<file path="config.mk">
export PLATFORM = sky130hd
export DESIGN_NAME = lvds_rx_deser
export DESIGN_NICKNAME = d
export VERILOG_FILES = /design/src/rtl/lvds_rx_deser.sv
export SDC_FILE = /design/constraint.sdc
export NUM_CORES = 1
export LEC_CHECK = 0
export CAP_MARGIN = 0
export CORE_AREA = 2 2 99 101
export CTS_BUF_LIST = sky130_fd_sc_hd__clkbuf_4 sky130_fd_sc_hd__clkbuf_8
export CTS_CLUSTER_SIZE = 14
export DETAILED_ROUTE_END_ITERATION = 8
export DIE_AREA = 0 0 101 103
export SYNTH_ARGS = -nofsm -noshare
export SYNTH_HDL_FRONTEND = slang
export SYNTH_SLANG_ARGS = --single-unit
</file>
<file path="constraint.sdc">
create_clock -name clk_in -period 5 [get_ports clk_in]
set_input_delay 1.25 -clock clk_in [delete_from_list [all_inputs] [get_ports clk_in]]
set_output_delay 1.25 -clock clk_in [all_outputs]
set_load 0.005 [all_outputs]
</file>
<file path="src/rtl/lvds_rx_deser.sv">
// 4-lane 7:1 LVDS receive deserializer with frame-marker word alignment and lock tracking.
// Optional differential p/n consistency checking is enabled by defining LVDS_RX_DIFF_CHECK_EN.
module lvds_rx_deser #(
  parameter logic [6:0]  SYNC_PATTERN = 7'b1100011,
  parameter int unsigned LOCK_COUNT   = 4,
  parameter int unsigned MISS_LIMIT   = 2
) (
  input  logic        clk_in,
  input  logic        reset,
  input  logic [3:0]  lvds_data_p,
  input  logic [3:0]  lvds_data_n,
  input  logic        frame_p,
  input  logic        frame_n,
  input  logic        fault_clear,
  output logic [27:0] data_out,
  output logic        data_valid,
  output logic        locked,
  output logic [4:0]  lane_fault
);

  localparam int unsigned CntW =
      $clog2(((LOCK_COUNT > MISS_LIMIT) ? LOCK_COUNT : MISS_LIMIT) + 1);
  localparam logic [CntW-1:0] LockLast = CntW'(LOCK_COUNT - 1);
  localparam logic [CntW-1:0] MissLast = CntW'(MISS_LIMIT - 1);

  typedef enum logic [1:0] {StHunt, StVerify, StLocked} state_e;

  state_e          r_state;
  logic [3:0][6:0] r_sr_data;
  logic [6:0]      r_sr_frame;
  logic [2:0]      r_bit_cnt;
  logic [CntW-1:0] r_match_cnt;
  logic [CntW-1:0] r_miss_cnt;
  logic [27:0]     r_data;
  logic            r_valid;
  logic            r_locked;

  logic w_frame_match;
  logic w_boundary;

  assign w_frame_match = (r_sr_frame == SYNC_PATTERN);
  assign w_boundary    = (r_bit_cnt == 3'd0);

  always_ff @(posedge clk_in or posedge reset) begin
    if (reset) begin
      r_state     <= StHunt;
      r_sr_data   <= '0;
      r_sr_frame  <= '0;
      r_bit_cnt   <= '0;
      r_match_cnt <= '0;
      r_miss_cnt  <= '0;
      r_data      <= '0;
      r_valid     <= 1'b0;
      r_locked    <= 1'b0;
    end else begin
      r_sr_frame <= {r_sr_frame[5:0], frame_p};
      for (int k = 0; k < 4; k++) begin
        r_sr_data[k] <= {r_sr_data[k][5:0], lvds_data_p[k]};
      end
      r_bit_cnt <= (r_bit_cnt == 3'd6) ? 3'd0 : r_bit_cnt + 3'd1;
      r_valid   <= 1'b0;

      unique case (r_state)
        StHunt: begin
          // Sliding search: a match defines this cycle as the word boundary.
          if (w_frame_match) begin
            r_bit_cnt   <= 3'd1;
            r_match_cnt <= CntW'(1);
            if (LOCK_COUNT == 1) begin
              r_state    <= StLocked;
              r_locked   <= 1'b1;
              r_miss_cnt <= '0;
            end else begin
              r_state <= StVerify;
            end
          end
        end
        StVerify: begin
          if (w_boundary) begin
            if (w_frame_match) begin
              r_match_cnt <= r_match_cnt + CntW'(1);
              if (r_match_cnt == LockLast) begin
                r_state    <= StLocked;
                r_locked   <= 1'b1;
                r_miss_cnt <= '0;
              end
            end else begin
              r_state <= StHunt;
            end
          end
        end
        StLocked: begin
          if (w_boundary) begin
            if (w_frame_match) begin
              r_data     <= r_sr_data;
              r_valid    <= 1'b1;
              r_miss_cnt <= '0;
            end else if (r_miss_cnt == MissLast) begin
              r_state    <= StHunt;
              r_locked   <= 1'b0;
              r_miss_cnt <= '0;
            end else begin
              r_miss_cnt <= r_miss_cnt + CntW'(1);
            end
          end
        end
        default: begin
          r_state  <= StHunt;
          r_locked <= 1'b0;
        end
      endcase
    end
  end

  assign data_out   = r_data;
  assign data_valid = r_valid;
  assign locked     = r_locked;

`ifdef LVDS_RX_DIFF_CHECK_EN
  logic [4:0] r_lane_fault;
  logic [4:0] w_diff_eq;

  assign w_diff_eq = ~({frame_p, lvds_data_p} ^ {frame_n, lvds_data_n});

  // Clear wins over a fault seen in the same cycle.
  always_ff @(posedge clk_in or posedge reset) begin
    if (reset) begin
      r_lane_fault <= '0;
    end else if (fault_clear) begin
      r_lane_fault <= '0;
    end else begin
      r_lane_fault <= r_lane_fault | w_diff_eq;
    end
  end

  assign lane_fault = r_lane_fault;
`else
  logic w_unused;

  assign w_unused   = ^{lvds_data_n, frame_n, fault_clear};
  assign lane_fault = '0;
`endif

endmodule

</file>
---- After elaboration in Yosys (flattened, before gate mapping) ----
Cells that the tools add are included.
storage, ports and cells
  flip-flop bits (word level) ............. 76
  output and inout bits ................... 35
  input port bits ......................... 13
cells by class
  add/sub/neg operators ................... 3
  equality and inequality tests ........... 14
  bitwise gates (word level) .............. 1
  reductions and logical operators ........ 9
  muxes and demuxes ....................... 32
operator list
  cell                 number
  $mux 3               12
  $mux 2               7
  $ne 2x2->1 const B   7
  $pmux 3 s2           2
  $add 3x1->3 const B  3
  $mux 1               9
  $eq 7x7->1 const B   1
  $reduce_and 7->1     1
  $pmux 2 s3           1
  $reduce_and 6->1     1
  $reduce_and 5->1     1
  $reduce_and 4->1     1
  $reduce_bool 2->1    2
  $eq 3x1->1 const B   1
  $eq 3x2->1 const B   1
  $eq 3x3->1 const B   1
  $logic_not 3->1      1
  $ne 3x3->1 const B   1
  $pmux 1 s3           1
  $reduce_and 3->1     1
  $eq 2x1->1 const B   1
  $eq 2x2->1 const B   1
  $logic_not 2->1      1
  $not 1->1            1

---- Logic depth before layout (Yosys ltp) ----
  depth in word-level cells ............... 5
  gate-level depth with buffers ........... 7

---- Least setup slack after synthesis ----
Ideal clock, no wire load.
  path type ............................... reg-to-reg
  from .................................... register r_sr_frame[4]
  to ...................................... register r_data[0] (netlist: data_out[0])
  slack ................................... 3362 ps
  path buffers ............................ 2
  stages on the path, launching flop included .. 7
  setup time .............................. 125 ps
  data arrival time ....................... 1513 ps
  cells stage by stage .................... dfrtp_1 -> and4bb_2 -> nand3_4 -> nor2_4 -> buf_6 -> buf_12 -> mux2_4
on the way
  longest elaborated chain between the ends .. 2
RTL lines
  what                        RTL line  source
  start: declaration          30        logic [6:0] r_sr_frame;
  start signal: assignment    56        r_sr_frame <= {r_sr_frame[5:0], frame_p};
  $eq 7x7->1                  41        assign w_frame_match = (r_sr_frame == SYNC_PATTERN);
  $reduce_and 3->1 (no line)  n/a
  end signal: assignment      95        r_data <= r_sr_data;
  end: declaration            34        logic [27:0] r_data;
Every way passes these cells.
A chain may end at the register's enable or synchronous reset.

---- Final worst setup path ----
  from .................................... register r_data[20] (netlist: data_out[20])
  to ...................................... output port data_out[20]
RTL lines
  what              RTL line  source
  end: declaration  15        output logic [27:0] data_out,
No word-level cell between the ends.

==> flow_summary.json <==
{
  "setup-tns-final_ns": 0,
  "syn2layout_area_growth_pct": 26.3,
  "die_y_um": 103,
  "start_kind": "register",
  "cts_buffers": 9,
  "cts-root-buf": "clkbuf_8",
  "grt_start_max_net_pins": 41,
  "crit_type": "register to output pin",
  "place.port_buffers": 36,
  "cp_slowest_cell": "clkdlybuf4s50_1",
  "start_util_pct": 28.9,
  "htree_levels": 3,
  "fin_worst_skew_ns": 0.00799,
  "p_per_area_mw_per_mm2": 397,
  "nNetsFinal": 231,
  "syn_area_mm2": 0.00274,
  "rrSetupSlack_ns": 2.71,
  "worst_setup_path_end_kind": "output pin",
  "drive_gt1_share_pct": 24.4,
  "postSynthCellCount": 173,
  "grt_pass1_wl_mm": 6.98,
  "ios": 48,
  "clk_latency_ns": 0.34,
  "critPathArrivalTime_ns": 1.23,
  "drtIter0Drc": 31,
  "cp.buffers_inverters": 1,
  "cts_setup_buffers": 0,
  "grt_use_total_pct": 8.81,
  "vias_per_cell": 4.32,
  "worstPathCellList": "clkdlybuf4s50_1",
  "whs_ns": 0.370,
  "n_antenna_cell": 0,
  "cp_max_fo": 2,
  "synth.avg_cell_area_um2": 15.8,
  "max_slew.worst_pin.slew_ns": 1.00,
  "first_pass_iters": 4,
  "synthTopCellsByArea": "dfrtp_1 (69%), mux2_2 (7.8%), mux2_4 (4.9%)",
  "p_leak_nw": 1.56,
  "hp-class": "register to register",
  "rsz0062_at_grt": "false",
  "gp_congestion": 0.786,
  "max_freq_ghz": 0.403,
  "finalCriticalPeriod_ns": 2.48,
  "cp_top_family": "buffers and inverters",
  "synth.top_cell.area_share_pct": 69.5,
  "drv_cap": 0,
  "cts_buffer_depth": 2,
  "critPathMaxStageDelay_ns": 0.51,
  "finalHoldViolations": 0,
  "wl_per_cell_um": 12.6,
  "slew_viol_final": 0,
  "dieArea_mm2": 0.0104,
  "grt.overflow.total": 0,
  "dieWidth_um": 101,
  "ir_worst_vdd_uv": 181,
  "ctsHoldBuffers": 0,
  "ys_types": 42,
  "status": "finished, final reports clean",
  "ys_seq_elements": 76,
  "ys_seq_area_share_pct": 69.5,
  "dp_hpwl_mm": 2.68,
  "clock-sinks": 76,
  "rows": 36,
  "drc_errors": 0,
  "fp.coreArea_mm2": 0.00946,
  "slew_headroom_pct": 33.2,
  "worstPathRequired_ns": 3.75,
  "cts_tree": "done",
  "cts_resized": 0,
  "fill_cells": 913,
  "clk_pin_slew_ns": 0.07,
  "yosysWarnings": 0,
  "multi_input_area_um2": 757,
  "wirelength_mm": 4.22,
  "antenna_found_initial": 0,
  "grt_pass1_vias": 1442,
  "via_count": 1448,
  "seqCellArea_mm2": 0.00190,
  "post-route-period-util_pct": 49.7,
  "yosys.area.top_type": "dfrtp_1",
  "setup-violations-final": 0,
  "ant_nets": 0
}
==> path summary, 6_finish.rpt <==
path / startpoint / end / cells past startpoint
setup reg to reg: r_bit_cnt[2] / data_out[27] / 4
max in group asynchronous: reset / data_out[5] / 3
min in group asynchronous: reset / r_sr_data[22] / 2
hold / removal: r_sr_data[10] / r_sr_data[11] / 0
hold reg to reg: r_sr_data[10] / r_sr_data[11] / 0
setup / recovery: data_out[20] / data_out[20] / 1
==> worst register-to-register path: cells and delay by family, from the launching register on <==
kind	cells	cell delay, ns
multiplexers	1	0.43
flip-flops	1	0.43
AND/OR/NAND/NOR	3	1.32
==> report_power, final <==
group	switching (mW)	total, mW	internal (mW)	leakage, nW
Clock	0.207	0.615	0.407	0.138
Sequential	0.0308	0.676	0.645	0.975
Combinational	0.0474	0.0827	0.0354	0.445
==> per-stage QoR <==
step	cell area (um^2)	worst slack (ns)	utilization [%]	total power [mW]	cells
floorplan	2750	1.81	-	0.750	177
global placement	3180	2.43	33.7	0.766	319
detailed placement	3180	2.41	33.7	0.772	319
CTS	3460	2.49	36.5	1.39	335
global route	3460	2.46	36.5	1.44	335
finish	3460	2.52	36.5	1.37	335
==> cells in the mapped netlist (all sizes together) <==
library cell / n
or3b: 1
nand2: 8
o2bb2ai: 2
ha: 2
nand4b: 2
conb: 1
nand3b: 1
or3: 1
or2: 1
or2b: 1
nor2b: 2
a21oi: 3
a211oi: 1
a311oi: 1
buf: 10
o21a: 1
o21bai: 1
nor2: 6
inv: 2
a2bb2oi: 1
dfrtp: 76
o31ai: 1
nand3: 2
mux2: 28
o21ai: 3
nor3: 4
a22oi: 1
mux2i: 1
nand2b: 3
a21o: 2
and3: 1
and4bb: 1
a22o: 1
a32o: 1
==> cell type report <==
class | count | area share [%]
clock inverters | 4 | 3.47
clock buffers | 12 | 4.42
inverters | 2 | 0.217
well taps | 114 | 4.13
multi-input cells | 89 | 21.9
flip-flops and latches | 76 | 55.0
repair buffers | 38 | 10.9
==> layer usage <==
metal  vias to the layer above  part of all wire [%]  wire length [um]  global-route usage [%]
met1                       728                    48              2040                    11.8
met5                         -                     0                 0                       0
met2                        33                    43              1820                    12.0
li1                        680                     -                 -                       -
met3                         7                   7.4               314                    5.49
met4                         0                   1.1                46                    2.18
==> cells by family after synthesis <==
| kind of cell | count (synthesis) | synth area share (%) |
|---|---|---|
| DFF | 76 | 69.5 |
| adders and majority gates | 2 | 0.914 |
| muxes | 29 | 13.1 |
| other | 1 | 0.137 |
| AOI/OAI and AO/OA | 19 | 5.21 |
| buffers and inverters | 12 | 3.43 |
| and+or+nand+nor | 34 | 7.72 |
==> cells in the final DEF, fill, tap and decap left out, drive strengths merged, types with 3 or more instances in the layout <==
| cell | synthesis | final |
|---|---|---|
| nor3 | 4 | 4 |
| mux2 | 28 | 28 |
| nand2 | 8 | 8 |
| a21oi | 3 | 3 |
| conb | 1 | 5 |
| clkbuf | 0 | 12 |
| o21ai | 3 | 3 |
| clkdlybuf4s50 | 0 | 36 |
| bufinv | 0 | 4 |
| dfrtp | 76 | 76 |
| nor2 | 6 | 6 |
| nand2b | 3 | 3 |
==> sequential cells by signal, summed over array words and instances, names as in the netlist <==
name,flops
data_out,28
data_valid,1
locked,1
r_bit_cnt,3
r_match_cnt,3
r_miss_cnt,3
r_sr_data,28
r_sr_frame,7
r_state,2
No activity file was read; power rests on OpenSTA's default activity.
